`src/rtl/core_defs.sv`:
```
// Shared definitions for the tile rotation buffer: geometry, rotation codes,
// controller states and the direction-to-clockwise rotation helper.
package core_defs;

  localparam int P_TILE_DIM = 8;
  localparam int P_BPP      = 3;
  localparam int P_WORDS    = 48;

  localparam logic [1:0] P_DEG_0   = 2'd0;
  localparam logic [1:0] P_DEG_90  = 2'd1;
  localparam logic [1:0] P_DEG_180 = 2'd2;
  localparam logic [1:0] P_DEG_270 = 2'd3;

  typedef enum logic {
    P_FILL  = 1'b0,
    P_DRAIN = 1'b1
  } state_t;

  // Counter-clockwise by d is clockwise by (4-d) mod 4, which 2-bit wrap gives.
  function automatic logic [1:0] eff_rot(input logic [1:0] deg, input logic dir);
    return dir ? deg : (2'd0 - deg);
  endfunction

endpackage

```
`src/rtl/core_rot_map.sv`:
```
// Maps an output pixel index of the rotated tile to the input pixel it comes
// from, for a clockwise rotation of 0/90/180/270 degrees.
module core_rot_map
  import core_defs::*;
(
  input  logic [1:0] rot,
  input  logic [5:0] out_idx,
  output logic [5:0] src_idx
);

  logic [2:0] row;
  logic [2:0] col;

  assign row = out_idx[5:3];
  assign col = out_idx[2:0];

  always_comb begin
    src_idx = out_idx;
    case (rot)
      P_DEG_0:   src_idx = {row, col};
      P_DEG_90:  src_idx = {3'd7 - col, row};
      P_DEG_180: src_idx = {3'd7 - row, 3'd7 - col};
      P_DEG_270: src_idx = {col, 3'd7 - row};
      default:   src_idx = out_idx;
    endcase
  end

endmodule

```
`src/rtl/core_tile_buf.sv`:
```
// Single 8x8 RGB888 tile buffer: fills 48 words, then drains the same tile
// rotated by the rotation latched with the first fill word.
module core_tile_buf #(
  parameter int P_TILE_DIM = core_defs::P_TILE_DIM,
  parameter int P_BPP      = core_defs::P_BPP,
  parameter int P_WORDS    = core_defs::P_WORDS
) (
  input  logic        I_TB_HCLK,
  input  logic        I_TB_HRESET,
  input  logic [1:0]  I_TB_DEGREES,
  input  logic        I_TB_DIRECTION,
  input  logic        I_TB_CLEAR,
  input  logic [31:0] I_TB_WDATA,
  input  logic        I_TB_WVALID,
  output logic        O_TB_WREADY,
  output logic [31:0] O_TB_RDATA,
  output logic        O_TB_RVALID,
  input  logic        I_TB_RREADY,
  output logic        O_TB_BUSY,
  output logic        O_TB_TILE_DONE
);
  import core_defs::*;

  localparam int         TILE_BYTES = P_TILE_DIM * P_TILE_DIM * P_BPP;
  localparam logic [5:0] LAST_WORD  = 6'(P_WORDS - 1);

  state_t      state, next_state;
  logic [5:0]  cnt, next_cnt;
  logic [1:0]  rot;
  logic        done, next_done;
  logic        fill_fire;
  logic [7:0]  tile [TILE_BYTES];
  logic [7:0]  wr_base;
  logic [31:0] word;

  always_comb begin
    next_state = state;
    next_cnt   = cnt;
    next_done  = 1'b0;
    fill_fire  = 1'b0;
    if (state == P_FILL) begin
      if (I_TB_WVALID) begin
        fill_fire = 1'b1;
        if (cnt == LAST_WORD) begin
          next_state = P_DRAIN;
          next_cnt   = 6'd0;
        end else begin
          next_cnt = cnt + 6'd1;
        end
      end
    end else begin
      if (I_TB_RREADY) begin
        if (cnt == LAST_WORD) begin
          next_state = P_FILL;
          next_cnt   = 6'd0;
          next_done  = 1'b1;
        end else begin
          next_cnt = cnt + 6'd1;
        end
      end
    end
    // Abort wins over any handshake in the same cycle; that handshake is dropped.
    if (I_TB_CLEAR) begin
      next_state = P_FILL;
      next_cnt   = 6'd0;
      next_done  = 1'b0;
      fill_fire  = 1'b0;
    end
  end

  always_ff @(posedge I_TB_HCLK or posedge I_TB_HRESET) begin
    if (I_TB_HRESET) begin
      state <= P_FILL;
      cnt   <= 6'd0;
      rot   <= P_DEG_0;
      done  <= 1'b0;
    end else begin
      state <= next_state;
      cnt   <= next_cnt;
      done  <= next_done;
      if (fill_fire && cnt == 6'd0)
        rot <= eff_rot(I_TB_DEGREES, I_TB_DIRECTION);
    end
  end

  assign wr_base = {cnt, 2'b00};

  // Storage is intentionally not reset; every byte is rewritten before a drain.
  always_ff @(posedge I_TB_HCLK) begin
    if (fill_fire) begin
      for (int j = 0; j < 4; j++)
        tile[wr_base + 8'(j)] <= I_TB_WDATA[8*j +: 8];
    end
  end

  // Each output byte lane finds its pixel/component, then reads the source byte.
  for (genvar j = 0; j < 4; j++) begin : g_lane
    logic [7:0] byte_idx;
    logic [5:0] out_pix;
    logic [5:0] src_pix;
    logic [1:0] comp;
    logic [7:0] src_byte;

    assign byte_idx = wr_base + 8'(j);
    assign out_pix  = 6'(byte_idx / 8'd3);
    assign comp     = 2'(byte_idx % 8'd3);

    core_rot_map u_map (
      .rot     (rot),
      .out_idx (out_pix),
      .src_idx (src_pix)
    );

    assign src_byte       = 8'(src_pix) * 8'd3 + 8'(comp);
    assign word[8*j +: 8] = tile[src_byte];
  end

  assign O_TB_WREADY    = (state == P_FILL);
  assign O_TB_RVALID    = (state == P_DRAIN);
  assign O_TB_RDATA     = (state == P_DRAIN) ? word : 32'd0;
  assign O_TB_BUSY      = (state == P_DRAIN) || (cnt != 6'd0);
  assign O_TB_TILE_DONE = done;

endmodule

```
`config.mk`:
```
export PLATFORM = sky130hd
export DESIGN_NAME = core_tile_buf
export DESIGN_NICKNAME = d
export VERILOG_FILES = /design/src/rtl/core_defs.sv /design/src/rtl/core_rot_map.sv /design/src/rtl/core_tile_buf.sv
export SDC_FILE = /design/constraint.sdc
export NUM_CORES = 2
export LEC_CHECK = 0
export CORE_MARGIN = 3
export CORE_UTILIZATION = 30
export DETAILED_ROUTE_END_ITERATION = 16
export HOLD_SLACK_MARGIN = 0.02
export PLACE_DENSITY = 0.53
export SLEW_MARGIN = 20
export SYNTH_ARGS = -nofsm -noshare
export SYNTH_HDL_FRONTEND = slang
export SYNTH_SLANG_ARGS = --single-unit
```
`constraint.sdc`:
```
create_clock -name I_TB_HCLK -period 18.7 [get_ports I_TB_HCLK]
set_input_delay 3.74 -clock I_TB_HCLK [delete_from_list [all_inputs] [get_ports I_TB_HCLK]]
set_output_delay 3.74 -clock I_TB_HCLK [all_outputs]
set_load 0.01 [all_outputs]
```
==> results.toml <==
[setup_path]
r2r_slack_ns = 15.25
crit_path_end_kind = "output pin"
cp_data_required_time_ns = 14.96
slowest_stage = "fa_4"
crit_arrival_ns = 12.34
crit_type = "flip-flop to output pin"
max_stage_delay_ns = 1.17
path_max_fanout = 41
start_kind = "flip-flop"

[synthesis]
yosysWarnings = 0
synth_seq_cells = 1546
synth-edff-count = 1536
ys.flop_type = "edfxtp_1"
syn_nets = 4733
synth_cell_types = 75
async_reset_ff_share_pct = 0.647
yosysSeqAreaShare_pct = 47.5
syn_avg_cell_area_um2 = 21.1
syn_inst = 4629
synth_area_mm2 = 0.0977

[routing]
routedWlPerCell_um = 38.1
vias = 57900
drtAntennaViolNets = 0
via_per_inst = 6.38
drt_wl_total_um = 346000
firstDrtPassIters = 6
drc = 0
initialDrtViolationCount = 7912

[sta]
finalCriticalPeriod_ns = 16.08
finClkSkew_ns = 0.0455
period_share_pct = 86.0
slew_violations = 0
timing.setup.tns_ns = 0
fmax_mhz = 62.2
rsz0062_at_grt = "no"
tightest_slew_ns = 1.12
hold_slack_ns = 0.583
relSlewSlack_pct = 25.6
hold_viol_final = 0
setup_viol = 0

[cts]
clock-sinks = 1546
cts_resized = 0
cts_tree = "built"
cts_max_path_buffers = 4
clk_pin_slew_ns = 0.06
clk_latency_ns = 0.85
cts_buffers = 190
cts_setup_buffers = 0
h-tree-depth = 4
cts_root_buffer = "clkbuf_16"
ctsHoldBuffers = 0

[grt]
grt_use_met1_pct = 27.4
met2_usage_pct = 33.6
grt.busiest_layer = "met2"
grt_max_degree = 120
overflow = 0
grt_pass1_vias = 59300
grt.total_usage_pct = 20.6
met3_usage_pct = 3.77
grt_pass1_wl_um = 485000
antenna_found_initial = 23

[status]
outcome = "finished clean"

[placed_design]
dp_hpwl_um = 197000
io_buffers = 75
place_congestion = 0.826
postPlaceCellArea_mm2 = 0.104

[worst_hold_path]
min_path_type = "flip-flop to flip-flop"

[cells_and_area]
drive_above_1_share_pct = 55.0
final_nets = 4718
syn_to_final_growth_pct = 12.9
design_area_mm2 = 0.110

[floorplanning]
initial_utilization_pct = 30.3
ios = 76
die_x_um = 577
die_h_um = 577
row_count = 208
die_area_mm2 = 0.333
core_mm2 = 0.323

[job]
maxCapViolations = 0
## synthesized netlist by cell type (3+ instances only)
library cell / instances / area share (%)
mux4_2: 2016 / 46
edfxtp_1: 1536 / 47
clkbuf_1: 294 / 1.1
buf_1: 164 / 0.63
nor2_1: 112 / 0.43
ha_1: 56 / 0.72
nand2_1: 48 / 0.18
a21oi_1: 42 / 0.22
mux2i_1: 36 / 0.37
inv_1: 35 / 0.13
a211oi_1: 34 / 0.26
xnor2_1: 33 / 0.30
nand3_1: 22 / 0.11
o21ai_0: 22 / 0.11
buf_2: 18 / 0.092
xor2_1: 14 / 0.13
a21o_1: 10 / 0.077
dfrtp_1: 10 / 0.26
o21bai_1: 9 / 0.069
fa_1: 8 / 0.16
nor2b_1: 7 / 0.045
nor3_1: 7 / 0.036
a22oi_1: 5 / 0.038
and3_1: 5 / 0.032
o31ai_2: 5 / 0.064
a31oi_1: 4 / 0.026
nor4_1: 4 / 0.026
o31ai_1: 4 / 0.031
and2_1: 3 / 0.019
buf_6: 3 / 0.035
nand4_1: 3 / 0.019
o21ai_1: 3 / 0.015
o22ai_1: 3 / 0.019
o41ai_1: 3 / 0.027
or2_2: 3 / 0.019
## area by class of cell
type | count | area (µm²)
fill | 30000 | 212000
multi-input combinational | 2566 | 50100
sequential | 1546 | 46400
tap | 4305 | 5390
clock buffer | 227 | 4960
timing repair buffer | 273 | 2390
clock inverter | 105 | 990
inverter | 37 | 139
antenna | 9 | 22.5
## registers in the layout (all words and copies together) (netlist names)
| signal | flops |
|---|---|
| cnt | 6 |
| tile | 1536 |
| rot | 2 |
| O_TB_RVALID | 1 |
| O_TB_TILE_DONE | 1 |
## final timing paths
| kind | from | end | cells past startpoint |
|---|---|---|---|
| max in group asynchronous | I_TB_HRESET | cnt[2] | 2 |
| worst max register to register | cnt[1] | tile[128][4] | 6 |
| worst min-delay path | O_TB_RVALID | O_TB_RVALID | 2 |
| worst min register to register | O_TB_RVALID | O_TB_RVALID | 2 |
| min in group asynchronous | I_TB_HRESET | O_TB_RVALID | 2 |
| worst max-delay path | cnt[1] | O_TB_RDATA[17] | 29 |
## cells in the final DEF (no fill, tap or decap), drive strengths merged, types with 6 or more instances in the layout
cell type,instances
nor2,113
o21ai,27
fa,8
xor2,14
o21bai,9
ha,56
clkdlybuf4s50,43
xnor2,33
diode,9
a211oi,35
mux2i,36
a21o,10
mux4,2016
nand3,22
edfxtp,1536
o31ai,9
nor3,8
bufinv,19
clkbuf,227
dfrtp,10
clkinv,74
clkinvlp,6
a21oi,42
nand2,49
inv,43
nor2b,7
buf,230
## cell families (layout without fill, tap and decap cells)
group | after synthesis | count (layout) | share of synthesized area, %
mux | 2052 | 2052 | 46.8
flops | 1546 | 1546 | 47.5
buf+inv | 517 | 642 | 2.04
simple gates | 226 | 226 | 1.04
compound gates | 175 | 175 | 1.32
fa+ha+maj | 66 | 66 | 0.903
xor+xnor | 47 | 47 | 0.421
other cells | 0 | 9 | 0
## worst max-delay path, delay by kind of cell (launching register included)
family | cells | cell delay [ns]
xor gates and xnor gates | 1 | 0.18
adders and majority gates | 6 | 2.85
and+or+nand+nor | 4 | 0.69
DFF | 1 | 0.87
AOI/OAI and AO/OA | 10 | 2.82
buffers and inverters | 4 | 1.87
muxes | 4 | 2.10
## through the flow
step,utilization [%],setup WS [ns],instances
floorplan,-,6.90,4629
global placement,32.3,3.58,8727
detailed placement,32.3,3.57,8727
CTS,34.2,2.61,9059
global route,34.2,2.18,9064
finish,34.2,2.62,9068
## routing by layer
metal  part of all wire (%)  routed length (µm)  up-vias
met5                  0.025                  87        -
met4                    3.9               13600       14
met3                    8.5               29600      632
met2                     49              169000     3399
met1                     39              134000    32200
li1                       -                   -    21600
Power is not shown: default switching activity piles up to over one toggle a cycle in this logic, so the estimate is an artifact.
